### src/rtl/cdb_arbiter_pkg.sv
`default_nettype none
// +----------------------------------------------------------------------------+
// | Module      : cdb_arbiter_pkg                                              |
// | Description : Shared types and widths for the common data bus arbiter.     |
// |               Optional statistics build macro: CDB_ARB_STATS_EN            |
// | Revision    : 1.0 - initial release                                        |
// +----------------------------------------------------------------------------+
package cdb_arbiter_pkg;

  localparam int XLEN  = 32;
  localparam int ARN_W = 5;
  localparam int RRN_W = 6;

  // One result as carried by an execution unit and broadcast on a CDB
  typedef struct packed {
    logic [XLEN-1:0]  data;
    logic [ARN_W-1:0] arn;
    logic [RRN_W-1:0] rrn;
    logic             tag;
  } cdb_res_t;

  // 32-bit add that sticks at all-ones instead of wrapping
  function automatic logic [31:0] sat_add32(input logic [31:0] a, input logic [31:0] b);
    logic [32:0] s;
    s = {1'b0, a} + {1'b0, b};
    return s[32] ? 32'hFFFF_FFFF : s[31:0];
  endfunction

endpackage
`default_nettype wire

### src/rtl/cdb_arbiter_picker.sv
`default_nettype none
// +----------------------------------------------------------------------------+
// | Module      : rr_multi_picker                                              |
// | Description : Combinational round-robin picker granting up to CDB_CNT of   |
// |               UNIT_CNT requesters, scanning from a start pointer with      |
// |               wrap-around. The k-th granted unit is steered to bus k.      |
// | Revision    : 1.0 - initial release                                        |
// +----------------------------------------------------------------------------+
module rr_multi_picker #(
  parameter int UNIT_CNT = 4,
  parameter int CDB_CNT  = 2,
  parameter int PTR_W    = (UNIT_CNT > 1) ? $clog2(UNIT_CNT) : 1
) (
  input  logic [UNIT_CNT-1:0]               req,
  input  logic [PTR_W-1:0]                  start,
  output logic [UNIT_CNT-1:0]               grant,
  output logic [CDB_CNT-1:0][UNIT_CNT-1:0]  bus_sel,
  output logic [PTR_W-1:0]                  last_idx,
  output logic                              any_grant
);

  localparam int SUM_W = PTR_W + 1;
  localparam int CNT_W = $clog2(CDB_CNT + 1);

  logic [SUM_W-1:0] w_sum;
  logic [PTR_W-1:0] w_idx;
  logic [CNT_W-1:0] w_cnt;

  // Walk the units in priority order and hand out buses until they run out
  always_comb begin
    grant     = '0;
    bus_sel   = '0;
    last_idx  = start;
    any_grant = 1'b0;
    w_sum     = '0;
    w_idx     = '0;
    w_cnt     = '0;
    for (int i = 0; i < UNIT_CNT; i++) begin
      w_sum = {1'b0, start} + SUM_W'(i);
      if (w_sum >= SUM_W'(UNIT_CNT)) begin
        w_sum = w_sum - SUM_W'(UNIT_CNT);
      end
      w_idx = w_sum[PTR_W-1:0];
      if (req[w_idx] && (w_cnt < CNT_W'(CDB_CNT))) begin
        grant[w_idx] = 1'b1;
        for (int b = 0; b < CDB_CNT; b++) begin
          if (w_cnt == CNT_W'(b)) begin
            bus_sel[b][w_idx] = 1'b1;
          end
        end
        last_idx  = w_idx;
        any_grant = 1'b1;
        w_cnt     = w_cnt + CNT_W'(1);
      end
    end
  end

endmodule
`default_nettype wire

### src/rtl/cdb_arbiter.sv
`default_nettype none
// +----------------------------------------------------------------------------+
// | Module      : cdb_arbiter                                                  |
// | Description : Shares CDB_CNT common data buses among UNIT_CNT execution    |
// |               units with rotating priority; registers winners onto the     |
// |               buses and drops speculative (tagged) results on a flush.     |
// |               Define CDB_ARB_STATS_EN to add grant/stall counters.         |
// | Revision    : 1.0 - initial release                                        |
// +----------------------------------------------------------------------------+
module cdb_arbiter
  import cdb_arbiter_pkg::*;
#(
  parameter int UNIT_CNT = 4,
  parameter int CDB_CNT  = 2
) (
  input  logic                            clk,
  input  logic                            reset,
  input  logic                            delete_tagged,
  input  logic [UNIT_CNT-1:0]             req,
  input  cdb_res_t [UNIT_CNT-1:0]         req_res,
  output logic [UNIT_CNT-1:0]             grant,
  output logic [CDB_CNT-1:0]              cdb_valid,
  output cdb_res_t [CDB_CNT-1:0]          cdb_res,
  output logic                            busy
`ifdef CDB_ARB_STATS_EN
  ,
  output logic [31:0]                     stat_grants,
  output logic [31:0]                     stat_stall_cycles
`endif
);

  localparam int PTR_W  = (UNIT_CNT > 1) ? $clog2(UNIT_CNT) : 1;
  localparam int CNTU_W = PTR_W + 1;

  logic [PTR_W-1:0]                r_rr_ptr;
  logic [UNIT_CNT-1:0]             w_tag;
  logic [UNIT_CNT-1:0]             w_discard;
  logic [UNIT_CNT-1:0]             w_keep;
  logic [UNIT_CNT-1:0]             w_pick_grant;
  logic [CDB_CNT-1:0][UNIT_CNT-1:0] w_bus_sel;
  logic [PTR_W-1:0]                w_last;
  logic                            w_any_pick;
  logic [PTR_W-1:0]                w_next_ptr;
  cdb_res_t [CDB_CNT-1:0]          w_bus_res;
  logic [CDB_CNT-1:0]              w_bus_valid;

  function automatic logic [CNTU_W-1:0] popcnt(input logic [UNIT_CNT-1:0] v);
    logic [CNTU_W-1:0] n;
    n = '0;
    for (int i = 0; i < UNIT_CNT; i++) begin
      n = n + CNTU_W'(v[i]);
    end
    return n;
  endfunction

  generate
    for (genvar u = 0; u < UNIT_CNT; u++) begin : g_unit_tag
      assign w_tag[u] = req_res[u].tag;
    end
  endgenerate

  // Tagged requests during a flush are acknowledged but never reach a bus
  assign w_discard = delete_tagged ? (req & w_tag) : '0;
  assign w_keep    = req & ~w_discard;

  rr_multi_picker #(
    .UNIT_CNT (UNIT_CNT),
    .CDB_CNT  (CDB_CNT),
    .PTR_W    (PTR_W)
  ) u_picker (
    .req       (w_keep),
    .start     (r_rr_ptr),
    .grant     (w_pick_grant),
    .bus_sel   (w_bus_sel),
    .last_idx  (w_last),
    .any_grant (w_any_pick)
  );

  assign grant      = reset ? (w_pick_grant | w_discard) : '0;
  assign w_next_ptr = (w_last == PTR_W'(UNIT_CNT - 1)) ? '0 : (w_last + PTR_W'(1));

  // Steer each selected unit's payload to its bus; a tagged payload is never valid during a flush
  always_comb begin
    w_bus_res   = '0;
    w_bus_valid = '0;
    for (int b = 0; b < CDB_CNT; b++) begin
      for (int u = 0; u < UNIT_CNT; u++) begin
        if (w_bus_sel[b][u]) begin
          w_bus_res[b] = req_res[u];
        end
      end
      w_bus_valid[b] = (|w_bus_sel[b]) && !(delete_tagged && w_bus_res[b].tag);
    end
  end

  // Bus registers, rotating pointer and congestion flag
  always_ff @(posedge clk) begin
    if (!reset) begin
      cdb_valid <= '0;
      cdb_res   <= '0;
      busy      <= 1'b0;
      r_rr_ptr  <= '0;
    end else begin
      cdb_valid <= w_bus_valid;
      for (int b = 0; b < CDB_CNT; b++) begin
        if (w_bus_valid[b]) begin
          cdb_res[b] <= w_bus_res[b];
        end
      end
      if (w_any_pick) begin
        r_rr_ptr <= w_next_ptr;
      end
      busy <= (popcnt(w_keep) > CNTU_W'(CDB_CNT));
    end
  end

`ifdef CDB_ARB_STATS_EN
  logic w_stall;
  assign w_stall = |(req & ~w_tag & ~w_pick_grant);

  // Saturating broadcast-grant and stall counters
  always_ff @(posedge clk) begin
    if (!reset) begin
      stat_grants       <= '0;
      stat_stall_cycles <= '0;
    end else begin
      stat_grants       <= sat_add32(stat_grants, 32'(popcnt(w_pick_grant)));
      stat_stall_cycles <= sat_add32(stat_stall_cycles, {31'd0, w_stall});
    end
  end
`endif

  a_grant_has_req : assert property (@(posedge clk) disable iff (!reset) ((grant & ~req) == '0));
  a_bus_limit     : assert property (@(posedge clk) disable iff (!reset)
                                     (popcnt(w_pick_grant) <= CNTU_W'(CDB_CNT)));

endmodule
`default_nettype wire
### config.mk
export PLATFORM = sky130hd
export DESIGN_NAME = cdb_arbiter
export DESIGN_NICKNAME = d
export VERILOG_FILES = /design/src/rtl/cdb_arbiter_pkg.sv /design/src/rtl/cdb_arbiter_picker.sv /design/src/rtl/cdb_arbiter.sv
export SDC_FILE = /design/constraint.sdc
export NUM_CORES = 1
export LEC_CHECK = 0
export ABC_AREA = 0
export CORE_ASPECT_RATIO = 1.75
export CORE_MARGIN = 2
export CORE_UTILIZATION = 40
export DETAILED_ROUTE_END_ITERATION = 7
export PLACE_DENSITY = 0.81
export SLEW_MARGIN = 20
export SYNTH_ARGS = -nofsm -noshare
export SYNTH_HDL_FRONTEND = slang
export SYNTH_SLANG_ARGS = --single-unit
### constraint.sdc
create_clock -name clk -period 8.1 [get_ports clk]
set_clock_uncertainty 0.15 [all_clocks]
set_input_delay 1.215 -clock clk [delete_from_list [all_inputs] [get_ports clk]]
set_output_delay 1.215 -clock clk [all_outputs]
set_load 0.02 [all_outputs]
==> summary.md, run 1 <==
| Metric | Value |
|---|---|
| CTS root buf | `clkbuf_16` |
| Main flop type after synthesis | `dfxtp_1` |
| Final hold vios | `0` |
| Fmax | `150 MHz` |
| Worst R2R Setup Slack | `2580 ps` |
| Failing checks | `design-rule violations` |
| PwrDens | `463 nW/um^2` |
| Final worst slack | `1420 ps` |
| Number of flops mapped to enable cells by yosys | `0` |
| Total power draw | `0.00442 W` |
| Leakage | `3.47 nW` |
| Commonest non-fill, non-tap cell in the layout | `clkdlybuf4s50_1` |
| Area occupied by multi-input gates | `4180 sq um` |
| CTS tree | `built` |
| Synth Cell Area | `6500 sq um` |
| Worst min-delay path class | `reg2reg` |
| CP startpoint kind | `input pin` |
| Critical Path Fanout Max | `17` |
| Max-slew violations | `0` |
| Hold endpoint | `cdb_res[74]$_SDFFE_PN0P_` |
| Setup TNS | `0 ps` |
| Global-route wire length before repair | `43000 um` |
| CP startpoint | `delete_tagged` |
| H-tree depth | `3` |
| GP Congestion | `1.02` |
| Starting Density | `41.0%` |
| Clock network fraction of design power | `10.5%` |
| Die height | `173 um` |
| Endpoints failing setup | `0` |
| Area growth syn-to-layout | `46.9%` |
| Critical hold path startpoint | `cdb_res[74]$_SDFFE_PN0P_` |
| Total number of vias | `8139` |
| Flop pwr share | `15.3%` |
| Die area | `17300 sq um` |
| Final std cells w/o fill | `1257` |
| Clock latency on the worst-skew pair | `340 ps` |
| CTS Buf Count | `9` |
| Switching power | `0.00224 W` |
| CTS Sinks | `93` |
| Drt total wl | `28600 um` |
| Hold buffers post-CTS | `0` |
| Io pins | `278` |
| Syn Inst Count | `852` |
| Reg2reg end | `cdb_res[26]$_SDFFE_PN0P_` |
| Antenna Violating Nets Remaining | `0` |
| WL per Instance | `22.7 um` |
| Comb pwr share | `74.1%` |
| Vias in the first global route | `7881` |
| Iteration-0 DRC Markers | `721` |
| Synth async-reset ratio | `0%` |
| Status | `complete, but fails checks` |
| DP HPWL | `20300 um` |
| YS warnings | `0` |
| Setup bufs post-CTS | `0` |
| Setup CP Type | `in2out` |
| Switch share | `50.6%` |
| Number of antenna violations at the first check in global routing | `3` |
| Register Area | `1860 sq um` |
| CP endpoint kind | `output pin` |
| Post_cts resized | `0` |
| Peak VDD IR | `295 uV` |
| Seq/Total Area, Yosys | `28.6%` |
| Clock buffer depth | `2` |
| Filler cell count | `1483` |
| IO buf count | `277` |
| Worst slew pin tran | `1060 ps` |
| Pin count of the biggest net entering global routing | `89` |
| Flops & latches, synth | `93` |
| Yosys cell types | `59` |
| Slew margin rel. | `29.2%` |
| Grt total ovfl | `0` |
| TritonRoute pass-1 iters | `8` |
| Int Pwr | `0.00219 W` |
| Fin crit period | `6680 ps` |
| Placed insts | `1239` |
| Worst-path clk slew | `70 ps` |
| Core area | `15900 sq um` |
| R2R Path Start | `r_rr_ptr[0]$_SDFFE_PN0P_` |
| Critical path arrival | `5320 ps` |
| # DRC | `7` |
| WHS Path Cells | `2` |
| Critical Path RT | `6730 ps` |
| Placement Setup Slack | `1220 ps` |
| Vias per inst | `6.47` |
| Nets | `1253` |
| RSZ-0062 raised after global routing | `false` |
| Commonest non-fill, non-tap cells in the layout | `clkdlybuf4s50_1 (276), a21oi_1 (177), dfxtp_1 (93), o21ai_0 (74), nand2_1 (59)` |
| Syn_nets | `1044` |
| Chip width | `100 um` |
| All-Layer GR Usage | `31.4%` |
| Rows | `61` |
| Syn Area/Cell | `7.63 sq um` |
| Reg2Reg Depth | `12` |
| Layout cell share with drive strength beyond 1 | `5.92%` |
| Fin crit share | `82.5%` |
| Max Cap Viol | `0` |
-- flip-flops by register name, indices dropped and copies added, names as in the netlist --
name / count
r_rr_ptr: 2
busy: 1
cdb_res: 88
cdb_valid: 2
-- power by group through the flow --
| stage | combinational (W) | clock, W | sequential, W |
|---|---|---|---|
| 2_1_floorplan | 0.00232 | 0 | 0.000784 |
| 3_3_place_gp | 0.00320 | 0 | 0.000683 |
| 3_5_place_dp | 0.00323 | 0 | 0.000682 |
| 4_1_cts | 0.00324 | 0.000475 | 0.000676 |
| 5_1_grt | 0.00355 | 0.000492 | 0.000689 |
| 6_report | 0.00328 | 0.000466 | 0.000678 |
-- cells in the mapped netlist, drive strengths merged (4+ instances only) --
master / instances / area, sq um
or3: 44 / 275
a21bo: 4 / 46.3
mux4: 5 / 113
ha: 9 / 113
a221oi: 51 / 470
clkbuf: 64 / 240
a21o: 4 / 30.0
a21oi: 178 / 895
buf: 29 / 231
a21boi: 7 / 56.3
nor2: 14 / 52.6
o21ai: 94 / 474
mux2i: 47 / 470
nand3: 52 / 260
nand2: 60 / 225
dfxtp: 93 / 1860
inv: 11 / 43.8
o22ai: 45 / 288
-- layer usage --
layer / vias to the layer above / track usage (%) / wire (um) / part of all wire, %
li1: 3661 / - / - / -
met1: 3745 / 34.3 / 9420 / 33
met2: 576 / 53.9 / 14200 / 50
met3: 157 / 5.42 / 2630 / 9.2
met4: 0 / 21.4 / 2330 / 8.2
met5: - / 0 / 0 / 0
-- cell families after synthesis --
family | Yosys count | synth area share [%]
xor+xnor | 3 | 0.404
compound gates | 404 | 37.9
fa+ha+maj | 9 | 1.73
mux | 53 | 9.14
simple gates | 185 | 14.2
flops | 93 | 28.6
buf+inv | 105 | 8.06
-- worst max-delay path by stage --
| stage | to | slack (ps) | cells past startpoint |
|---|---|---|---|
| finish | grant[3] | 1420 | 9 |
| floorplan | grant[0] | 3110 | 12 |
| detailed placement | cdb_res[41]$_SDFFE_PN0P_ | 1220 | 12 |
| CTS | grant[2] | 1430 | 9 |
| global placement | cdb_res[28]$_SDFFE_PN0P_ | 1350 | 14 |
| global route | grant[3] | 1100 | 9 |
-- worst max-delay path, stage by stage --
cell and delay (ps):
clkdlybuf4s50_1 880, a21boi_1 290, mux4_2 680, ha_1 330
nor2_1 620, a21boi_1 330, a221oi_1 350, nor2_1 70
clkdlybuf4s50_1 540
-- metrics by stage --
step,hold WS [ps],instance area [sq um],utilization [%]
floorplan,386,6500,-
global placement,294,9230,58.1
detailed placement,301,9230,58.1
CTS,311,9550,60.2
global route,324,9560,60.2
finish,307,9560,60.2
-- area by class of cell --
cell class	instances	area share, %
Sequential cell	93	19.5
Tap cell	189	2.47
Multi-Input combinational cell	654	43.7
Antenna cell	3	0.0786
Timing Repair Buffer	291	30.3
Clock buffer	10	2.50
Inverter	12	0.550
Clock inverter	5	0.877
(Power assumes the default switching activity.)
==> run 2, diff against run 1 <==
clock period = 6.95 ns   (was 8.1 ns; I/O delays follow)
==> summary.md, run 2 (synthesized netlist as in run 1, its figures left out) <==
| Metric | Value |
|---|---|
| Endpoints failing setup | `0 (unchanged)` |
| Area growth syn-to-layout | `47.4% (was 46.9%)` |
| Drt total wl | `28300 um (was 28600 um)` |
| Fmax | `158 MHz` |
| Commonest non-fill, non-tap cells in the layout | `clkdlybuf4s50_1 (276), a21oi_1 (177), dfxtp_1 (93), o21ai_0 (74), nand2_1 (59) (unchanged)` |
| Core Util, Final | `60.4% (was 60.2%)` |
| Die area | `17300 sq um (unchanged)` |
| CTS Sinks | `93 (unchanged)` |
| WL per Instance | `22.4 um (was 22.7 um)` |
| Placement Setup Slack | `527 ps (was 1220 ps)` |
| Commonest non-fill, non-tap cell in the layout | `clkdlybuf4s50_1 (unchanged)` |
| Die height | `173 um (unchanged)` |
| Setup bufs post-CTS | `0 (unchanged)` |
| RSZ-0062 raised after global routing | `false (unchanged)` |
| Top Registers | `cdb_res: 88 flops, cdb_valid: 2 flops, r_rr_ptr: 2 flops (unchanged)` |
| Global-route wire length before repair | `43100 um (was 43000 um)` |
| Vias per inst | `6.34 (was 6.47)` |
| PwrDens | `543 nW/um^2 (was 463 nW/um^2)` |
| CTS tree | `built (unchanged)` |
| Max Cap Viol | `0 (unchanged)` |
| Post_cts resized | `0 (unchanged)` |
| Leakage | `3.49 nW (was 3.47 nW)` |
| Critical Path Fanout Max | `17 (unchanged)` |
| Status | `completed (was complete, but fails checks)` |
| GP Congestion | `0.980 (was 1.02)` |
| Critical Path RT | `5760 ps (was 6730 ps)` |
| H-tree depth | `3 (unchanged)` |
| CP startpoint | `delete_tagged (unchanged)` |
| Layout cell share with drive strength beyond 1 | `6.70% (was 5.92%)` |
| Slew margin rel. | `41.3% (was 29.2%)` |
| DP HPWL | `20200 um (was 20300 um)` |
| All-Layer GR Usage | `31.4% (about the same)` |
| Worst min-delay path class | `reg2reg (unchanged)` |
| Starting Density | `41.0% (unchanged)` |
| CTS Buf Count | `9 (unchanged)` |
| CP startpoint kind | `input pin (unchanged)` |
| Total power draw | `0.00520 W (was 0.00442 W)` |
| R2R Path Start | `r_rr_ptr[0]$_SDFFE_PN0P_ (unchanged)` |
| Clock buffer depth | `2 (unchanged)` |
| IO buf count | `277 (unchanged)` |
| Nets | `1261 (was 1253)` |
| Worst Hold Slack | `307 ps (about the same)` |
| Final worst slack | `627 ps (was 1420 ps)` |
| Peak VDD IR | `418 uV (was 295 uV)` |
| # DRC | `0 (was 7)` |
| Critical path arrival | `5130 ps (was 5320 ps)` |
| Pin count of the biggest net entering global routing | `68 (was 89)` |
| Fin crit period | `6320 ps` |
| Antenna Violating Nets Remaining | `0 (unchanged)` |
| CP endpoint kind | `output pin (unchanged)` |
| Io pins | `278 (unchanged)` |
| TritonRoute pass-1 iters | `8 (unchanged)` |
| CTS root buf | `clkbuf_16 (unchanged)` |
| Fin crit share | `91.0%` |
| Core area | `15900 sq um (unchanged)` |
| Vias in the first global route | `7736 (was 7881)` |
| Max-slew violations | `0 (unchanged)` |
| Iteration-0 DRC Markers | `678 (was 721)` |
| Number of antenna violations at the first check in global routing | `1 (was 3)` |
| Setup CP Type | `in2out (unchanged)` |
| Worst-path clk slew | `70 ps (about the same)` |
| Grt total ovfl | `0 (unchanged)` |
| Hold buffers post-CTS | `0 (unchanged)` |
| Critical hold path startpoint | `cdb_res[50]$_SDFFE_PN0P_ (was cdb_res[74]$_SDFFE_PN0P_)` |
| Rows | `61 (unchanged)` |
| Chip width | `100 um (unchanged)` |
| Clock latency on the worst-skew pair | `340 ps (about the same)` |
| Total number of vias | `8013 (was 8139)` |
| Setup TNS | `0 ps (unchanged)` |
| Worst slew pin tran | `879 ps (was 1060 ps)` |
| Reg with most FFs | `cdb_res (unchanged)` |
| Number of flip-flops in the largest register | `88 (unchanged)` |
| Final hold vios | `0 (unchanged)` |
[run 2: cell count changes in the layout (fill, tap and decap cells not counted), sizes merged]
cell and change:
bufinv -2, clkbuf +1, buf +8, diode -2, clkinvlp +2
[run 2: stage by stage]
| stage | instances | cell area (sq um) |
|---|---|---|
| 6_report | 1264 | 9580 |
| 5_1_grt | 1264 | 9580 |
| 4_1_cts | 1263 | 9580 |
| 3_5_place_dp | 1247 | 9290 |
| 3_3_place_gp | 1247 | 9290 |
| 2_1_floorplan | 852 | 6500 |
[run 2: power breakdown]
group	internal, W	switching, W
clock network	0.000266	0.000227
logic	0.00158	0.00236
registers	0.000692	0.0000826
[run 2: critical path, stage by stage]
cell             delay [ps]
clkdlybuf4s50_1         870
a21boi_1                270
mux4_2                  670
ha_1                    330
nor2_1                  680
a21boi_1                320
a221oi_1                330
nor2_1                   60
clkdlybuf4s50_1         540
[run 2: layer usage]
| metal | GRT usage, % | part of all wire, % | vias to the layer above |
|---|---|---|---|
| met1 | 36.0 | 34 | 3659 |
| met3 | 4.61 | 9.4 | 106 |
| li1 | - | - | 3679 |
| met2 | 54.2 | 50 | 569 |
| met4 | 18.2 | 6.6 | 0 |
| met5 | 0 | 0 | - |
[run 2: cell type report]
class	instances	area (sq um)
Fill cell	1431	6290
Multi-Input combinational cell	654	4180
Timing Repair Buffer	299	2960
Sequential cell	93	1860
Clock buffer	11	253
Tap cell	189	236
Inverter	12	52.6
Clock inverter	5	42.5
Antenna cell	1	2.50
[run 2: final timing paths]
check	to	slack, ps	depth (start not counted)
setup / recovery	grant[3]	630	9
hold / removal	cdb_res[50]$_SDFFE_PN0P_	310	2
setup reg to reg	cdb_res[32]$_SDFFE_PN0P_	1670	12
hold reg to reg	cdb_res[50]$_SDFFE_PN0P_	310	2
